<file path="src/rtl/lcd_controller_if.sv">
// lcd_controller_if: groups the host write handshake and the HD44780-style
// 4-bit LCD bus of lcd_controller.
//   iWrite/iData/iRS : host write request, byte and register select
//   oReady           : controller idle and initialised
//   oLCD_E/RS/RW     : LCD enable strobe, register select, read/write (0)
//   oLCD_Data        : LCD data bus D[7:4]
// slave modport is used by the controller, master by whoever drives it.
interface lcd_controller_if;
  logic       iWrite;
  logic [7:0] iData;
  logic       iRS;
  logic       oReady;
  logic       oLCD_E;
  logic       oLCD_RS;
  logic       oLCD_RW;
  logic [3:0] oLCD_Data;

  modport slave (
    input  iWrite, iData, iRS,
    output oReady, oLCD_E, oLCD_RS, oLCD_RW, oLCD_Data
  );

  modport master (
    output iWrite, iData, iRS,
    input  oReady, oLCD_E, oLCD_RS, oLCD_RW, oLCD_Data
  );
endinterface

</file>
<file path="src/rtl/lcd_controller.sv">
// lcd_controller: power-up initialisation and byte writes to a character LCD
// in 4-bit mode. After reset it waits P_PWRUP cycles, sends the 4-bit-mode
// wake-up nibbles and the init command bytes, then idles with oReady=1.
// Ports:
//   Clock : single clock, rising edge
//   Reset : asynchronous, active-low
//   bus   : lcd_controller_if.slave (host handshake + LCD pins)
//
// state   | meaning
// --------+---------------------------------------------------------------
// S_PWRUP | power-up wait, P_PWRUP cycles
// S_SETUP | one cycle with data/RS driven and E low
// S_EHIGH | E high for P_E_PULSE cycles
// S_GAP   | E low for P_NIBBLE_GAP cycles between high and low nibble
// S_WAIT  | post-nibble/post-byte wait, length held in wait_tc_q
// S_IDLE  | initialised, oReady=1, accepts iWrite
module lcd_controller #(
  parameter int P_PWRUP      = 750000,
  parameter int P_INIT_LONG  = 205000,
  parameter int P_INIT_SHORT = 5000,
  parameter int P_E_PULSE    = 12,
  parameter int P_NIBBLE_GAP = 50,
  parameter int P_CMD_WAIT   = 2000,
  parameter int P_CLEAR_WAIT = 82000
) (
  input  logic             Clock,
  input  logic             Reset,
  lcd_controller_if.slave  bus
);

  function automatic int max2(input int a, input int b);
    return (a > b) ? a : b;
  endfunction

  localparam int P_MAX = max2(max2(max2(P_PWRUP, P_INIT_LONG), max2(P_INIT_SHORT, P_E_PULSE)),
                              max2(max2(P_NIBBLE_GAP, P_CMD_WAIT), P_CLEAR_WAIT));
  localparam int CW = $clog2(P_MAX + 1);
  typedef logic [CW-1:0] cnt_t;

  // Terminal counts for an up-counter that starts at 0 on every step.
  localparam cnt_t C_PWRUP_TC = cnt_t'(P_PWRUP - 1);
  localparam cnt_t C_LONG_TC  = cnt_t'(P_INIT_LONG - 1);
  localparam cnt_t C_SHORT_TC = cnt_t'(P_INIT_SHORT - 1);
  localparam cnt_t C_E_TC     = cnt_t'(P_E_PULSE - 1);
  localparam cnt_t C_GAP_TC   = cnt_t'(P_NIBBLE_GAP - 1);
  localparam cnt_t C_CMD_TC   = cnt_t'(P_CMD_WAIT - 1);
  localparam cnt_t C_CLEAR_TC = cnt_t'(P_CLEAR_WAIT - 1);

  // Clear (0x01) and home (0x02) commands need the long execution wait.
  function automatic cnt_t byte_wait_tc(input logic rs, input logic [7:0] b);
    if (!rs && (b == 8'h01 || b == 8'h02)) return C_CLEAR_TC;
    return C_CMD_TC;
  endfunction

  typedef enum logic [2:0] {S_PWRUP, S_SETUP, S_EHIGH, S_GAP, S_WAIT, S_IDLE} state_t;

  state_t     state_q, state_d;
  cnt_t       cnt_q, cnt_d;
  cnt_t       wait_tc_q, wait_tc_d;
  logic [3:0] step_q, step_d;     // next init step to load; 8 = init finished
  logic [7:0] byte_q, byte_d;     // init nibbles live in byte_q[7:4]
  logic       rs_q, rs_d;
  logic       is_byte_q, is_byte_d;
  logic       low_q, low_d;       // low nibble of a byte is being sent

  logic       load;
  logic [7:0] ld_byte;
  logic       ld_is_byte;
  cnt_t       ld_wait_tc;
  logic       drive;

  always_comb begin
    ld_byte    = 8'h00;
    ld_is_byte = 1'b0;
    ld_wait_tc = C_CMD_TC;
    case (step_q)
      4'd0:    begin ld_byte = 8'h30; ld_wait_tc = C_LONG_TC;  end
      4'd1:    begin ld_byte = 8'h30; ld_wait_tc = C_SHORT_TC; end
      4'd2:    ld_byte = 8'h30;
      4'd3:    ld_byte = 8'h20;
      4'd4:    begin ld_byte = 8'h28; ld_is_byte = 1'b1; end
      4'd5:    begin ld_byte = 8'h06; ld_is_byte = 1'b1; end
      4'd6:    begin ld_byte = 8'h0C; ld_is_byte = 1'b1; end
      4'd7:    begin ld_byte = 8'h01; ld_is_byte = 1'b1; end
      default: ld_byte = 8'h00;
    endcase
    if (ld_is_byte) ld_wait_tc = byte_wait_tc(1'b0, ld_byte);
  end

  always_comb begin
    state_d   = state_q;
    cnt_d     = cnt_q + cnt_t'(1);
    wait_tc_d = wait_tc_q;
    step_d    = step_q;
    byte_d    = byte_q;
    rs_d      = rs_q;
    is_byte_d = is_byte_q;
    low_d     = low_q;
    load      = 1'b0;

    case (state_q)
      S_PWRUP: if (cnt_q == C_PWRUP_TC) load = 1'b1;
      S_SETUP: begin
        state_d = S_EHIGH;
        cnt_d   = '0;
      end
      S_EHIGH: if (cnt_q == C_E_TC) begin
        cnt_d   = '0;
        state_d = (is_byte_q && !low_q) ? S_GAP : S_WAIT;
      end
      S_GAP: if (cnt_q == C_GAP_TC) begin
        cnt_d   = '0;
        low_d   = 1'b1;
        state_d = S_SETUP;
      end
      S_WAIT: if (cnt_q == wait_tc_q) begin
        cnt_d = '0;
        if (step_q == 4'd8) state_d = S_IDLE;
        else                load    = 1'b1;
      end
      S_IDLE: begin
        cnt_d = '0;
        if (bus.iWrite) begin
          state_d   = S_SETUP;
          byte_d    = bus.iData;
          rs_d      = bus.iRS;
          is_byte_d = 1'b1;
          low_d     = 1'b0;
          wait_tc_d = byte_wait_tc(bus.iRS, bus.iData);
        end
      end
      default: state_d = S_PWRUP;
    endcase

    if (load) begin
      state_d   = S_SETUP;
      cnt_d     = '0;
      byte_d    = ld_byte;
      is_byte_d = ld_is_byte;
      wait_tc_d = ld_wait_tc;
      rs_d      = 1'b0;
      low_d     = 1'b0;
      step_d    = step_q + 4'd1;
    end
  end

  always_ff @(posedge Clock or negedge Reset) begin
    if (!Reset) begin
      state_q   <= S_PWRUP;
      cnt_q     <= '0;
      wait_tc_q <= '0;
      step_q    <= 4'd0;
      byte_q    <= 8'h00;
      rs_q      <= 1'b0;
      is_byte_q <= 1'b0;
      low_q     <= 1'b0;
    end else begin
      state_q   <= state_d;
      cnt_q     <= cnt_d;
      wait_tc_q <= wait_tc_d;
      step_q    <= step_d;
      byte_q    <= byte_d;
      rs_q      <= rs_d;
      is_byte_q <= is_byte_d;
      low_q     <= low_d;
    end
  end

  // Outputs decode registered state only, so the async reset clears them at once.
  assign drive         = (state_q == S_SETUP) || (state_q == S_EHIGH);
  assign bus.oReady    = (state_q == S_IDLE);
  assign bus.oLCD_E    = (state_q == S_EHIGH);
  assign bus.oLCD_RS   = drive & rs_q;
  assign bus.oLCD_RW   = 1'b0;
  assign bus.oLCD_Data = drive ? (low_q ? byte_q[3:0] : byte_q[7:4]) : 4'h0;

endmodule

</file>
<file path="src/flat_wrapper.sv">
// flat-port wrapper written by rule: the top's interface ports become plain ports
module lcd_controller_flat 
#(
  parameter int P_PWRUP      = 750000,
  parameter int P_INIT_LONG  = 205000,
  parameter int P_INIT_SHORT = 5000,
  parameter int P_E_PULSE    = 12,
  parameter int P_NIBBLE_GAP = 50,
  parameter int P_CMD_WAIT   = 2000,
  parameter int P_CLEAR_WAIT = 82000
)
  (Clock, Reset, bus_iWrite, bus_iData, bus_iRS, bus_oReady, bus_oLCD_E, bus_oLCD_RS, bus_oLCD_RW, bus_oLCD_Data);
  lcd_controller_if bus_i ();
  input  logic Clock;
  input  logic Reset;
  input wire logic [$bits(bus_i.iWrite)-1:0] bus_iWrite;
  input wire logic [$bits(bus_i.iData)-1:0] bus_iData;
  input wire logic [$bits(bus_i.iRS)-1:0] bus_iRS;
  output wire logic [$bits(bus_i.oReady)-1:0] bus_oReady;
  output wire logic [$bits(bus_i.oLCD_E)-1:0] bus_oLCD_E;
  output wire logic [$bits(bus_i.oLCD_RS)-1:0] bus_oLCD_RS;
  output wire logic [$bits(bus_i.oLCD_RW)-1:0] bus_oLCD_RW;
  output wire logic [$bits(bus_i.oLCD_Data)-1:0] bus_oLCD_Data;
  assign bus_i.iWrite = bus_iWrite;
  assign bus_i.iData = bus_iData;
  assign bus_i.iRS = bus_iRS;
  assign bus_oReady = bus_i.oReady;
  assign bus_oLCD_E = bus_i.oLCD_E;
  assign bus_oLCD_RS = bus_i.oLCD_RS;
  assign bus_oLCD_RW = bus_i.oLCD_RW;
  assign bus_oLCD_Data = bus_i.oLCD_Data;
  lcd_controller #(.P_PWRUP(P_PWRUP), .P_INIT_LONG(P_INIT_LONG), .P_INIT_SHORT(P_INIT_SHORT), .P_E_PULSE(P_E_PULSE), .P_NIBBLE_GAP(P_NIBBLE_GAP), .P_CMD_WAIT(P_CMD_WAIT), .P_CLEAR_WAIT(P_CLEAR_WAIT)) u_core (.Clock(Clock), .Reset(Reset), .bus(bus_i));
endmodule
</file>
<file path="config.mk">
export PLATFORM = sky130hd
export DESIGN_NAME = lcd_controller_flat
export DESIGN_NICKNAME = d
export VERILOG_FILES = /design/src/rtl/lcd_controller_if.sv /design/src/rtl/lcd_controller.sv /design/src/flat_wrapper.sv
export SDC_FILE = /design/constraint.sdc
export NUM_CORES = 1
export LEC_CHECK = 0
export ABC_AREA = 1
export CAP_MARGIN = 20
export CORE_MARGIN = 2
export CORE_UTILIZATION = 35
export CTS_CLUSTER_DIAMETER = 200
export DETAILED_ROUTE_END_ITERATION = 7
export GPL_ROUTABILITY_DRIVEN = 0
export PLACE_DENSITY = 0.66
export SETUP_SLACK_MARGIN = 0.3
export SYNTH_ARGS = -nofsm -noshare
export SYNTH_HDL_FRONTEND = slang
export SYNTH_SLANG_ARGS = --single-unit
</file>
<file path="constraint.sdc">
create_clock -name Clock -period 1.8 [get_ports Clock]
set_input_delay 0.36 -clock Clock [delete_from_list [all_inputs] [get_ports Clock]]
set_output_delay 0.36 -clock Clock [all_outputs]
set_load 0.03 [all_outputs]
</file>
==> results of run 1 <==
==> layout by cell type, fill, tap and decap left out, types with 2 or more instances in the layout <==
master / n
a21oi_1: 7
a21oi_4: 2
a31oi_1: 2
buf_12: 5
buf_4: 46
buf_6: 21
clkbuf_8: 5
clkdlybuf4s50_1: 10
dfrtp_1: 35
dfrtp_2: 13
ha_1: 3
ha_4: 3
inv_1: 46
inv_2: 23
inv_4: 3
mux2i_1: 4
nand2_1: 103
nand2_2: 28
nand2_4: 9
nand2_8: 8
nand3_1: 15
nand3_2: 20
nand3_4: 6
nand4_1: 5
nand4_2: 2
nor2_1: 27
nor2_2: 18
nor2_4: 15
nor3_1: 2
nor3_2: 6
nor4_1: 2
o211ai_4: 2
o21ai_0: 7
o21ai_1: 8
o21ai_2: 6
or2_2: 2
xor2_1: 16
xor2_2: 2
==> metal layers <==
metal,track usage [%],vias to the layer above,routed length (um),share of wire (%)
li1,-,1641,-,-
met1,23.6,1674,4270,42
met2,34.2,70,5390,53
met3,1.94,20,307,3.0
met4,7.69,0,248,2.4
met5,0,-,0,0
==> area by class of cell <==
cell class | instances | area, um2
fillers | 752 | 4180
multi-input cells | 342 | 2450
flip-flops and latches | 48 | 1220
repair buffers | 85 | 830
inverters | 73 | 287
well taps | 111 | 139
clock buffers | 6 | 72.6
clock inverters | 2 | 16.3
==> kinds of logic (layout without fill, tap and decap cells) <==
family,after synthesis,after routing,share of synthesized area (%)
AND/OR/NAND/NOR,272,275,37.4
buffers and inverters,82,166,10.9
flip-flops,48,48,36.5
AO/OA/AOI/OAI,35,36,6.04
XOR/XNOR,20,20,5.55
adder cells (fa/ha/maj),6,6,2.28
multiplexers,4,4,1.22
other,1,1,0.114
==> per-stage QoR <==
stage | TNS [ns] | power (uW)
2_1_floorplan | 0 | 1110
3_3_place_gp | -0.00784 | 1160
3_5_place_dp | -0.144 | 1160
4_1_cts | 0 | 1840
5_1_grt | -1.08 | 1900
6_report | -0.314 | 1830
==> worst max-delay path: stages (launching register included) <==
cell,delay [ns]
dfrtp_2,0.44
buf_6,0.13
buf_6,0.11
nor2_4,0.11
nand2_4,0.08
a31oi_4,0.19
nand3_4,0.13
buf_8,0.17
nand2_8,0.11
buf_6,0.15
nand3_2,0.09
nand2_1,0.07
==> how the worst max path moves through the flow <==
stage / cells after the start / end / slack [ns] / start
detailed placement: 7 / u_core.byte_q[6] / -0.05 / u_core.cnt_q[10]
global route: 11 / u_core.byte_q[4] / -0.1 / u_core.state_q[1]
floorplan: 9 / u_core.byte_q[0] / 0.22 / u_core.state_q[0]
CTS: 7 / bus_oLCD_Data[0] / 0.03 / u_core.state_q[0]
global placement: 7 / u_core.byte_q[7] / -0.008 / u_core.cnt_q[10]
finish: 11 / u_core.byte_q[4] / -0.07 / u_core.state_q[1]
==> state kept, by name (all words and copies together), names as in the netlist <==
name	count
u_core.rs_q	1
u_core.wait_tc_q	10
u_core.step_q	4
u_core.state_q	3
u_core.byte_q	8
u_core.is_byte_q	1
u_core.low_q	1
u_core.cnt_q	20
==> power groups by stage <==
stage          clock [uW]  combinational [uW]  sequential, uW
3_5_place_dp            0                62.1            1100
6_report              686                63.4            1080
4_1_cts               696                63.9            1080
5_1_grt               749                70.4            1080
2_1_floorplan           0                8.15            1100
3_3_place_gp            0                62.1            1100
==> what timing repair did <==
item	4_1_cts	5_1_grt
setup buffers	25	16
gates cloned	5	0
endpoints found under the setup margin	55	55
pin swaps	30	45
gates resized for setup	90	96
==> run_results.csv, run 1 <==
group,metric,value,unit
clock_network,insertion_delay,0.32,ns
power,internal-power,1380,uW
setup_path,crit_type,"reg -> reg",
final_layout,diodes,0,
clock_network,hold_buffers,0,
logic_synthesis,synthTopCellsByArea,"dfrtp_1 36%, nand2_1 16%, inv_1 7.2%",
final_layout,nets,573,
die,die_area,10200,um2
clock_network,tritoncts,"done",
sta,fin_crit,1.87,ns
logic_synthesis,yosys_warnings,0,
worst_hold_path,min_path_type,"in -> async",
clock_network,cts_root_buf,"clkbuf_8",
final_layout,syn2layout_area_growth,52.3,%
setup_path,r2r-end,"u_core.byte_q[4]",
sta,whs,0.00173,ns
logic_synthesis,synth_most_common_cell,"nand2_1",
global_route,grt_max_degree,49,
route,drtAntennaViolNets,0,
logic_synthesis,ys_seq_area_share,36.5,%
route,drt_iter0_markers,137,
logic_synthesis,synthTopCellsByCount,"136 x nand2_1, 63 x inv_1, 52 x nor2_1, 48 x dfrtp_1, 39 x nand3_1",
clock_network,htree_levels,2,
logic_synthesis,avgSynthCellArea,7.04,um2
outcome,violations,"setup timing",
place,post-place-ws,-0.0536,ns
logic_synthesis,ys_dominant_reg_cell,"dfrtp_1",
die,core.rowCount,35,
global_route,grtUsageTotal,19.2,%
route,drt_drc_violations_left,0,
clock_network,cts.sinks,48,
run,max_cap_violations,0,
outcome,status,"finished with violations",
route,wl,10200,um
logic_synthesis,synthCells,468,
route,wl_per_cell,15.3,um
logic_synthesis,yosys_register_bits,48,
logic_synthesis,synth_nets,486,
power,netSwitchingPower,445,uW
final_layout,drive_gt1_share,46.4,%
place,port_buffers,18,
die,die_height,101,um
clock_network,cts_buffers,5,
power,power_density,364,nW/um2
place,place_area,3860,um2
die,core,9200,um2
power,leakage,0.00236,uW
logic_synthesis,synth_area_leader_cell,"dfrtp_1",
global_route,gr-total-overflow,0,
die,start_util,35.8,%
power,sequentialPowerShare,59.0,%
logic_synthesis,synthesis.area,3290,um2
global_route,grt_pass1_vias,3294,
setup_path,reg2reg_from,"u_core.state_q[1]",
setup_path,start_kind,"flop",
sta,skew,0.0152,ns
sta,fmax,536,MHz
sta,period_share,104,%
logic_synthesis,ys_types,42,
sta,timing.final.ws_setup,-0.0666,ns
final_layout,fin_util,54.5,%
route,via_per_inst,5.10,
logic_synthesis,yosysTopAreaCellShare,36.5,%
power,vdd_drop_max,248,uV
power,swShare,24.4,%
setup_path,ff2ff_setup_slack,-0.07,ns
setup_path,worstRegToRegCells,11,
route,vias,3405,
clock_network,clk_pin_slew_worst_paths,0.11,ns
sta,grt_setup_unrepaired,"yes",
setup_path,critPathArrivalTime,2.13,ns
power,p_comb_share,3.5,%
place,hpwl,5970,um
sta,drv_slew,0,
die,ioPinCount,20,
global_route,grt_first_pass_wirelength,15400,um
power,p_clk_share,37.6,%
logic_synthesis,async_flop_share,100,%
final_layout,finalNonFillerCells,667,
die,die_w,101,um
global_route,antenna_found_initial,0,
place,placedCellCount,613,
setup_path,end_kind,"flop",
logic_synthesis,synth_edf_count,0,
sta,finalSetupViolations,16,
setup_path,cp_max_fo,5,
setup_path,required,2.07,ns
clock_network,clockBufferDepth,2,
route,first_pass_iters,4,
final_layout,finalInstanceArea,5010,um2
sta,finalHoldViolations,0,
Power figures use the tool's default switching activity.
==> run 2: changes to the inputs <==
Settings changed: CORE_MARGIN 2 to 5, PLACE_DENSITY 0.66 to not set, PLACE_DENSITY_LB_ADDON set to 0.3.
==> run 2 against run 1 <==
Compared with the run above: the flow finishes with violations (hold timing, setup timing); combinational power about the same; global-route usage is 2.8 points lower; core utilization is 3.2 points lower; non-clock buffer count down 15; clock power grew 5.7%; cell area shrank 5.8%; routed wire length down 9.6%; sequential power hardly changed; flip-flop and latch count unchanged; maximum frequency up 2.9%; sequential share of layout area increased by 1.5 points; critical path type unchanged; highest routed layer unchanged.
==> run_results.csv, run 2 (synthesis results as in run 1) <==
group,metric,value,unit
sta,timing.final.ws_setup,-0.0134,ns
clock_network,insertion_delay,0.31,ns
die,die_height,107,um
worst_hold_path,min_path_type,"in -> async",
die,die_area,11400,um2
sta,period_share,101,%
power,netSwitchingPower,449,uW
clock_network,clockBufferDepth,2,
route,vias,3224,
power,internal-power,1420,uW
sta,skew,0.0109,ns
die,core,9200,um2
place,port_buffers,18,
outcome,status,"finished with violations",
power,p_clk_share,38.9,%
final_layout,finalNonFillerCells,653,
final_layout,n_fill_cell,835,
setup_path,end_kind,"flop",
die,start_util,35.8,%
final_layout,nets,559,
setup_path,start_kind,"flop",
power,leakage,0.00221,uW
clock_network,cts_buffers,5,
place,placedCellCount,611,
route,route.met3.wl,346,um
sta,finalSetupViolations,11,
route,drt_iter0_markers,214,
route,via_per_inst,4.94,
die,core.rowCount,35,
final_layout,fin_util,51.4,%
sta,grt_setup_unrepaired,"yes",
global_route,grt_max_degree,31,
route,drtAntennaViolNets,0,
die,ioPinCount,20,
setup_path,required,2.00,ns
global_route,grt_pass1_vias,3126,
route,wl,9240,um
setup_path,worstRegToRegCells,11,
power,vdd_drop_max,395,uV
final_layout,top_register,"u_core.cnt_q",
clock_network,clk_pin_slew_worst_paths,0.10,ns
power,swShare,24.1,%
clock_network,hold_buffers,0,
final_layout,final_common_cell,"nand2_1",
final_layout,largest_reg_flops,20,
setup_path,slowest_stage,"dfrtp_2",
sta,fin_crit,1.81,ns
clock_network,cts.sinks,48,
setup_path,path_cells,"buf_6 > buf_6 > nor2_4 > nand2_4 > a31oi_4 > nand3_4 > nand2_8 > buf_12 > inv_8 > nand2_8 > nor2_2",
die,die_w,107,um
sta,drv_slew,0,
setup_path,critPathMaxStageDelay,0.44,ns
route,drt_drc_violations_left,0,
route,wl_per_cell,14.1,um
setup_path,cp_max_fo,8,
global_route,gr-total-overflow,0,
setup_path,critPathArrivalTime,2.02,ns
final_layout,drive_gt1_share,41.0,%
route,routed.top_layer,"met4",
final_layout,reg_top3,"u_core.cnt_q (20), u_core.wait_tc_q (10), u_core.byte_q (8)",
clock_network,tritoncts,"done",
setup_path,cp-endpoint,"u_core.cnt_q[0]",
route,first_pass_iters,4,
outcome,violations,"hold timing, setup timing",
final_layout,syn2layout_area_growth,43.5,%
setup_path,crit_type,"reg -> reg",
power,p_comb_share,3.4,%
clock_network,htree_levels,2,
setup_path,startpoint,"u_core.state_q[1]",
run,max_cap_violations,0,
final_layout,layout_common_cells,"111 x nand2_1, 50 x inv_1, 35 x dfrtp_1",
global_route,grt_first_pass_wirelength,15000,um
power,sequentialPowerShare,57.8,%
global_route,grtUsageTotal,16.3,%
route,wl_met1,4130,um
power,total_power,1870,uW
place,hpwl,6240,um
power,power_density,395,nW/um2
global_route,antenna_found_initial,0,
route,dr_wl_met2,4500,um
sta,finalHoldViolations,3,
setup_path,ff2ff_setup_slack,-0.01,ns
setup_path,r2r-end,"u_core.cnt_q[0]",
clock_network,cts_root_buf,"clkbuf_8",
place,post-place-ws,-0.0662,ns
final_layout,diodes,0,
sta,fmax,551,MHz
setup_path,reg2reg_from,"u_core.state_q[1]",
sta,whs,-0.00513,ns
[run 2: worst min path at each step]
| stage | from | end | slack [ns] | cells past startpoint |
|---|---|---|---|---|
| after floorplan | Reset | u_core.byte_q[0] | 0.06 | 0 |
| after global placement | Reset | u_core.cnt_q[8] | 0.35 | 1 |
| after detailed placement | Reset | u_core.cnt_q[8] | 0.36 | 1 |
| after CTS | Reset | u_core.cnt_q[7] | 0.02 | 1 |
| after global routing | Reset | u_core.cnt_q[8] | 0.04 | 1 |
| final | Reset | u_core.cnt_q[8] | -0.005 | 1 |
[run 2: routing by layer]
| layer | vias up | global-route usage (%) |
|---|---|---|
| met2 | 83 | 27.0 |
| met1 | 1515 | 21.3 |
| li1 | 1609 | - |
| met5 | - | 0 |
| met4 | 0 | 6.12 |
| met3 | 17 | 2.71 |
[run 2: worst max-delay path: cells and delay by family (launching register included)]
family,cells,cell delay [ns]
buffers and inverters,4,0.40
AND/OR/NAND/NOR,6,0.68
flip-flops,1,0.44
AO/OA/AOI/OAI,1,0.18
[run 2: final cells by class]
class | count | area, um2 | share of cell area (%)
flip-flops and latches | 48 | 1220 | 25.8
inverters | 73 | 289 | 6.12
clock buffers | 6 | 82.6 | 1.75
multi-input cells | 343 | 2280 | 48.2
clock inverters | 2 | 15.0 | 0.318
well taps | 111 | 139 | 2.94
repair buffers | 70 | 706 | 14.9
[run 2: what timing repair did]
item | 4_1_cts | 5_1_grt
pin swaps | 21 | 18
buffers inserted | 22 | 6
setup endpoints to repair | 55 | 55
cloned | 6 | 0
resized for setup | 65 | 75
[run 2: power by group through the flow]
stage,logic (uW),registers [uW],clock network (uW)
after global placement,63.3,1100,0
after global routing,71.8,1080,783
final,63.4,1080,725
after floorplan,8.15,1100,0
after detailed placement,63.8,1100,0
after CTS,66.2,1080,729
[run 2: through the flow]
step / instance area (um2) / hold WS, ns / TNS, ns
CTS: 4430 / 0.0174 / 0
detailed placement: 3860 / 0.356 / -0.139
global placement: 3860 / 0.349 / 0
floorplan: 3440 / 0.0644 / 0
global route: 4720 / 0.0357 / -2.78
finish: 4720 / -0.00513 / -0.0428
